File: src/rtl/wb_pkg.sv
// Shared types for the register-file writeback path: request payload and source id.
package wb_pkg;

  localparam int unsigned REG_AW       = 5;
  localparam int unsigned XLEN_DEFAULT = 32;

  typedef struct packed {
    logic [REG_AW-1:0]       addr;
    logic [XLEN_DEFAULT-1:0] data;
  } wb_req_t;

  typedef logic src_id_t;

  localparam src_id_t SRC0 = 1'b0;
  localparam src_id_t SRC1 = 1'b1;

endpackage

File: src/rtl/wb_fifo.sv
// Small synchronous FIFO of writeback requests; also exposes every slot's
// valid bit and destination address so the owner can do hazard compares.
module wb_fifo
  import wb_pkg::*;
#(
  parameter int unsigned DEPTH = 2,
  parameter type         req_t = wb_req_t
) (
  input  logic                         clk,
  input  logic                         rst,
  input  logic                         push,
  input  req_t                         push_req,
  input  logic                         pop,
  output logic                         full,
  output logic                         empty,
  output req_t                         head,
  output logic [DEPTH-1:0]             entry_valid,
  output logic [DEPTH-1:0][REG_AW-1:0] entry_addr
);

  localparam int unsigned AW = $clog2(DEPTH);
  localparam int unsigned PW = AW + 1;

  req_t          mem_q [DEPTH];
  logic [PW-1:0] wr_ptr_q, wr_ptr_d;
  logic [PW-1:0] rd_ptr_q, rd_ptr_d;
  logic [PW-1:0] count;

  // Extra pointer MSB distinguishes full from empty when the indices match.
  assign full  = (wr_ptr_q[PW-1] != rd_ptr_q[PW-1]) &&
                 (wr_ptr_q[AW-1:0] == rd_ptr_q[AW-1:0]);
  assign empty = (wr_ptr_q == rd_ptr_q);
  assign head  = mem_q[rd_ptr_q[AW-1:0]];
  assign count = wr_ptr_q - rd_ptr_q;

  always_comb begin
    wr_ptr_d = wr_ptr_q;
    rd_ptr_d = rd_ptr_q;
    if (push && !full) wr_ptr_d = wr_ptr_q + PW'(1);
    if (pop && !empty) rd_ptr_d = rd_ptr_q + PW'(1);
  end

  always_ff @(posedge clk) begin
    if (rst) begin
      wr_ptr_q <= '0;
      rd_ptr_q <= '0;
    end else begin
      wr_ptr_q <= wr_ptr_d;
      rd_ptr_q <= rd_ptr_d;
    end
  end

  always_ff @(posedge clk) begin
    if (push && !full) mem_q[wr_ptr_q[AW-1:0]] <= push_req;
  end

  // A slot is live when its distance from the read index is below occupancy.
  for (genvar i = 0; i < DEPTH; i++) begin : g_entry
    logic [AW-1:0] offset;
    assign offset         = AW'(i) - rd_ptr_q[AW-1:0];
    assign entry_valid[i] = {1'b0, offset} < count;
    assign entry_addr[i]  = mem_q[i].addr;
  end

endmodule

File: src/rtl/wb_port_arbiter.sv
// Shares the register file write port between the execute and load writeback
// sources: per-source FIFOs, round-robin drain into a registered write stage.
module wb_port_arbiter
  import wb_pkg::*;
#(
  parameter int unsigned XLEN  = XLEN_DEFAULT,
  parameter int unsigned DEPTH = 2
) (
  input  logic              clk,
  input  logic              rst,
  input  logic              s0_valid,
  output logic              s0_ready,
  input  logic [REG_AW-1:0] s0_addr,
  input  logic [XLEN-1:0]   s0_data,
  input  logic              s1_valid,
  output logic              s1_ready,
  input  logic [REG_AW-1:0] s1_addr,
  input  logic [XLEN-1:0]   s1_data,
  output logic              rf_wr_en,
  output logic [REG_AW-1:0] rf_wr_addr,
  output logic [XLEN-1:0]   rf_wr_data,
  input  logic [REG_AW-1:0] chk0_addr,
  input  logic [REG_AW-1:0] chk1_addr,
  output logic              chk0_pending,
  output logic              chk1_pending
);

  typedef struct packed {
    logic [REG_AW-1:0] addr;
    logic [XLEN-1:0]   data;
  } req_t;

  logic                         full0, empty0, full1, empty1;
  logic                         push0, push1;
  logic                         grant0, grant1;
  req_t                         req0, req1, head0, head1;
  logic [DEPTH-1:0]             ev0, ev1;
  logic [DEPTH-1:0][REG_AW-1:0] ea0, ea1;

  src_id_t           last_grant_q, last_grant_d;
  logic              wr_en_q, wr_en_d;
  logic [REG_AW-1:0] wr_addr_q, wr_addr_d;
  logic [XLEN-1:0]   wr_data_q, wr_data_d;

  // Ready reflects current occupancy only; x0 writes handshake but are dropped.
  assign s0_ready = !rst && !full0;
  assign s1_ready = !rst && !full1;
  assign push0    = s0_valid && s0_ready && (s0_addr != '0);
  assign push1    = s1_valid && s1_ready && (s1_addr != '0);
  assign req0     = '{addr: s0_addr, data: s0_data};
  assign req1     = '{addr: s1_addr, data: s1_data};

  wb_fifo #(.DEPTH(DEPTH), .req_t(req_t)) u_fifo0 (
    .clk         (clk),
    .rst         (rst),
    .push        (push0),
    .push_req    (req0),
    .pop         (grant0),
    .full        (full0),
    .empty       (empty0),
    .head        (head0),
    .entry_valid (ev0),
    .entry_addr  (ea0)
  );

  wb_fifo #(.DEPTH(DEPTH), .req_t(req_t)) u_fifo1 (
    .clk         (clk),
    .rst         (rst),
    .push        (push1),
    .push_req    (req1),
    .pop         (grant1),
    .full        (full1),
    .empty       (empty1),
    .head        (head1),
    .entry_valid (ev1),
    .entry_addr  (ea1)
  );

  // Round-robin: on contention the source that did not win last time goes.
  always_comb begin
    grant0 = 1'b0;
    grant1 = 1'b0;
    if (!empty0 && (empty1 || last_grant_q == SRC1)) grant0 = 1'b1;
    else if (!empty1)                                 grant1 = 1'b1;
  end

  always_comb begin
    last_grant_d = last_grant_q;
    wr_en_d      = 1'b0;
    wr_addr_d    = wr_addr_q;
    wr_data_d    = wr_data_q;
    if (grant0) begin
      last_grant_d = SRC0;
      wr_en_d      = 1'b1;
      wr_addr_d    = head0.addr;
      wr_data_d    = head0.data;
    end else if (grant1) begin
      last_grant_d = SRC1;
      wr_en_d      = 1'b1;
      wr_addr_d    = head1.addr;
      wr_data_d    = head1.data;
    end
  end

  always_ff @(posedge clk) begin
    if (rst) begin
      last_grant_q <= SRC1;
      wr_en_q      <= 1'b0;
      wr_addr_q    <= '0;
      wr_data_q    <= '0;
    end else begin
      last_grant_q <= last_grant_d;
      wr_en_q      <= wr_en_d;
      wr_addr_q    <= wr_addr_d;
      wr_data_q    <= wr_data_d;
    end
  end

  assign rf_wr_en   = wr_en_q;
  assign rf_wr_addr = wr_addr_q;
  assign rf_wr_data = wr_data_q;

  // A write is in flight while queued in either FIFO or sitting in the write stage.
  always_comb begin
    chk0_pending = 1'b0;
    chk1_pending = 1'b0;
    for (int unsigned i = 0; i < DEPTH; i++) begin
      if ((ev0[i] && ea0[i] == chk0_addr) || (ev1[i] && ea1[i] == chk0_addr)) chk0_pending = 1'b1;
      if ((ev0[i] && ea0[i] == chk1_addr) || (ev1[i] && ea1[i] == chk1_addr)) chk1_pending = 1'b1;
    end
    if (wr_en_q && wr_addr_q == chk0_addr) chk0_pending = 1'b1;
    if (wr_en_q && wr_addr_q == chk1_addr) chk1_pending = 1'b1;
    if (chk0_addr == '0) chk0_pending = 1'b0;
    if (chk1_addr == '0) chk1_pending = 1'b0;
  end

endmodule

File: config.mk
export PLATFORM = sky130hd
export DESIGN_NAME = wb_port_arbiter
export DESIGN_NICKNAME = d
export VERILOG_FILES = /design/src/rtl/wb_pkg.sv /design/src/rtl/wb_fifo.sv /design/src/rtl/wb_port_arbiter.sv
export SDC_FILE = /design/constraint.sdc
export NUM_CORES = 1
export LEC_CHECK = 0
export ABC_AREA = 1
export CORE_ASPECT_RATIO = 0.9
export CORE_MARGIN = 2
export CORE_UTILIZATION = 49
export DETAILED_ROUTE_END_ITERATION = 7
export GPL_ROUTABILITY_DRIVEN = 0
export PLACE_DENSITY = 0.78
export SLEW_MARGIN = 30
export SYNTH_ARGS = -nofsm -noshare
export SYNTH_HDL_FRONTEND = slang
export SYNTH_SLANG_ARGS = --single-unit
File: constraint.sdc
create_clock -name clk -period 3.05 [get_ports clk]
set_input_delay 0.305 -clock clk [delete_from_list [all_inputs] [get_ports clk]]
set_output_delay 0.305 -clock clk [all_outputs]
set_load 0.05 [all_outputs]
==> impl_metrics.tcl <==
set metrics [dict create \
    setup_tns_ps 0 \
    outcome "completed" \
    r2r.worst_path.cells 9 \
    r2r_slack_ps 840 \
    synth_top_area_cell "edfxtp_1" \
    pre_cts_slack_ps 241 \
    rsz0062_at_grt "no" \
    cts_tree "done" \
    ys_seq_area_frac 0.635 \
    finalPower_mw 8.62 \
    worstHoldPathCells 1 \
    leakage_nw 4.36 \
    muxShareOfSynthArea 0.0703 \
    postCtsHoldBufs 0 \
    r2r-end "rf_wr_data[13]" \
    r2r_start "u_fifo0.rd_ptr_q[0]" \
    max_freq_ghz 0.379 \
    numCtsBuffers 17 \
    grt_max_degree 38 \
    required_ps 2740 \
    p_int_mw 5.53 \
    cts-htree-levels 4 \
    p_clk_frac 0.262 \
    die_area_sq_um 18500 \
    critPathKind "register to primary output" \
    synth_warnings 0 \
    dp_hpwl_um 13700 \
    synth_top_area_share 0.521 \
    tightest_slew_ps 921 \
    drv_slew 0 \
    nets 1070 \
    syn_to_final_growth_pct 26.3 \
    place_area_sq_um 10200 \
    cts_sinks 197 \
    io_buffer_count 129 \
    power.density_nw_per_um2 799 \
    fin_skew_ps 8.07 \
    drc 0 \
    vias 6246 \
    vdd_ir_drop_max_v 0.000588 \
    num_io_pins 130 \
    die_width_um 143 \
    ys_top_cells_by_area "edfxtp_1, nand2_1, dfxtp_1, mux2_2, nor2_1" \
    synth-simple-area-share 0.194 \
    cts-resized-gates 2 \
    setup_viol 0 \
    p_comb_frac 0.333 \
    synth_fa_ha_area_frac 0.00879 \
    cts_buffer_depth 2 \
    grt_pass1_wl_um 31500 \
    synthCells 840 \
    die_y_um 129 \
    rows 45 \
    seqPwrFrac 0.405 \
    wirelength_um 20000 \
    path_clk_slew_ps 70 \
    netlist_area_sq_um 8540 \
    synth_xor_area_frac 0.00718 \
    worstPathArrival_ps 2330 \
    hp-start "s0_data[21]" \
    layout_setup_ws_ps 411 \
    synth-seq-cells 197 \
    coreArea_sq_um 16900 \
    fin_crit_ps 2640 \
    clock_latency_ps 430 \
    switching_power_mw 3.09 \
    cts_root_buffer "clkbuf_16" \
    post_cts_buffers 0 \
    period_share 0.865 \
    cp-end-kind "primary output" \
    slew_headroom 0.386 \
    grt_pass1_vias 6251 \
    final_design_area_no_fill_sq_um 10800 \
    max_cap_violations 0 \
    drive_gt1_frac 0.115 \
    synth.distinct_cells 26 \
    antenna_left 0 \
    cp-start-kind "register" \
    drtPass1Iterations 8 \
    crit_fanout 5 \
    holdPathEnd "u_fifo0.mem_q[0][21]" \
    via_per_inst 5.10 \
    first_iter_violations 439 \
    synth_top_family_by_area "simple AND/OR/NAND/NOR gates" \
    synth_nets 934 \
    synth-compound-area-share 0.0359 \
    num_antenna_cells 0 \
    hold_viol_final 0 \
    antenna_found_initial 0 \
    grt_usage 0.224 \
    start_util 0.504 \
    syn_area_per_cell_sq_um 10.2 \
    swShare 0.359 \
    worst_hold_path_type "input pin to register" \
    post_drt_wl_per_cell_um 16.4 \
    grt_overflow 0 \
]
## power groups by stage
| stage | registers (mW) | clock network [mW] | logic, mW |
|---|---|---|---|
| 5_1_grt | 3.53 | 2.40 | 3.12 |
| 2_1_floorplan | 3.92 | 0 | 1.52 |
| 3_3_place_gp | 3.54 | 0 | 2.82 |
| 3_5_place_dp | 3.54 | 0 | 2.86 |
| 4_1_cts | 3.49 | 2.29 | 2.89 |
| 6_report | 3.49 | 2.26 | 2.87 |
## final cells by class
cell class                 count  area [sq um]
clock buffer                  20           457
clock inverter                12           143
fill                        1330          6160
inverter                      68           255
multi-input combinational    545          2730
sequential                   197          5430
tap                          235           294
timing repair buffer         147          1470
## synth_stat cells
library cell / n
inv_1: 66
nand3b_1: 2
dfxtp_1: 49
o21ai_1: 1
a21boi_4: 1
nor3_4: 1
mux2_2: 48
nand3_2: 1
nand2_1: 303
inv_2: 2
nand3_1: 30
nor2_1: 78
xor2_1: 7
nand2_2: 1
clkbuf_1: 16
nor3_1: 3
buf_4: 2
edfxtp_1: 148
o21ai_0: 39
nand3_4: 1
buf_2: 9
o211ai_1: 1
ha_1: 6
buf_6: 3
mux2i_1: 6
a21oi_1: 16
## routing by layer
metal | vias up | share of wire | track usage
met2 | 264 | 0.48 | 0.381
met5 | - | 0 | 0
met3 | 37 | 0.086 | 0.0636
met1 | 2918 | 0.42 | 0.280
met4 | 0 | 0.019 | 0.0734
li1 | 3027 | - | -
## registers in the layout, indices dropped and copies added (netlist names), named ones only
signal and flops:
rf_wr_data 32, u_fifo0.wr_ptr_q 2, rf_wr_addr 5, u_fifo1.mem_q 74, u_fifo0.rd_ptr_q 2, u_fifo0.mem_q 74
u_fifo1.rd_ptr_q 2, last_grant_q 1, u_fifo1.wr_ptr_q 2, rf_wr_en 1
## critical path, stage by stage, from the launching register on
cell      delay [ps]
dfxtp_1          370
inv_1            150
ha_1             160
inv_1             40
ha_1             260
inv_1             30
nand2_1          100
nand2_1           60
nor2_1           140
nand3_1          110
nand3_1           90
nor2_1            50
nor2_1            80
clkbuf_2         280
## stage by stage
step            util  hold WS [ps]  instances
2_1_floorplan      -           404        840
3_3_place_gp   0.602           442       1192
3_5_place_dp   0.602           443       1192
4_1_cts        0.637           436       1224
5_1_grt        0.636           439       1224
6_report       0.636           458       1224
## cells by family (layout without fill, tap and decap cells)
group	Yosys count	after routing
flip-flops	197	197
adder cells (fa/ha/maj)	6	6
AND/OR/NAND/NOR	420	420
multiplexers	54	54
AO/OA/AOI/OAI	58	58
XOR/XNOR	7	7
buffers and inverters	98	247
## how the worst max path moves through the flow
| stage | depth (start not counted) | slack [ps] | end | from |
|---|---|---|---|---|
| floorplan | 7 | 580 | u_fifo1.mem_q[1][0] | u_fifo1.rd_ptr_q[0] |
| global placement | 10 | 210 | chk0_pending | chk0_addr[3] |
| detailed placement | 10 | 240 | chk0_pending | chk0_addr[3] |
| CTS | 13 | 180 | chk0_pending | u_fifo0.wr_ptr_q[0] |
| global route | 13 | 210 | chk1_pending | u_fifo1.wr_ptr_q[0] |
| finish | 13 | 410 | chk0_pending | u_fifo0.wr_ptr_q[0] |
## placed cells by master (no fill, tap or decap), drive strengths merged
cell type      instances
nor3                   4
o211ai                 1
mux2i                  6
mux2                  48
a21oi                 16
dfxtp                 49
clkdlybuf4s50        125
nand2                304
edfxtp               148
ha                     6
nor2                  78
clkbuf                22
inv                   73
clkinvlp               2
nand3                 32
buf                   20
clkinv                 3
a21boi                 1
bufinv                 2
nand3b                 2
o21ai                 40
xor2                   7
Power figures use the tool's default switching activity.
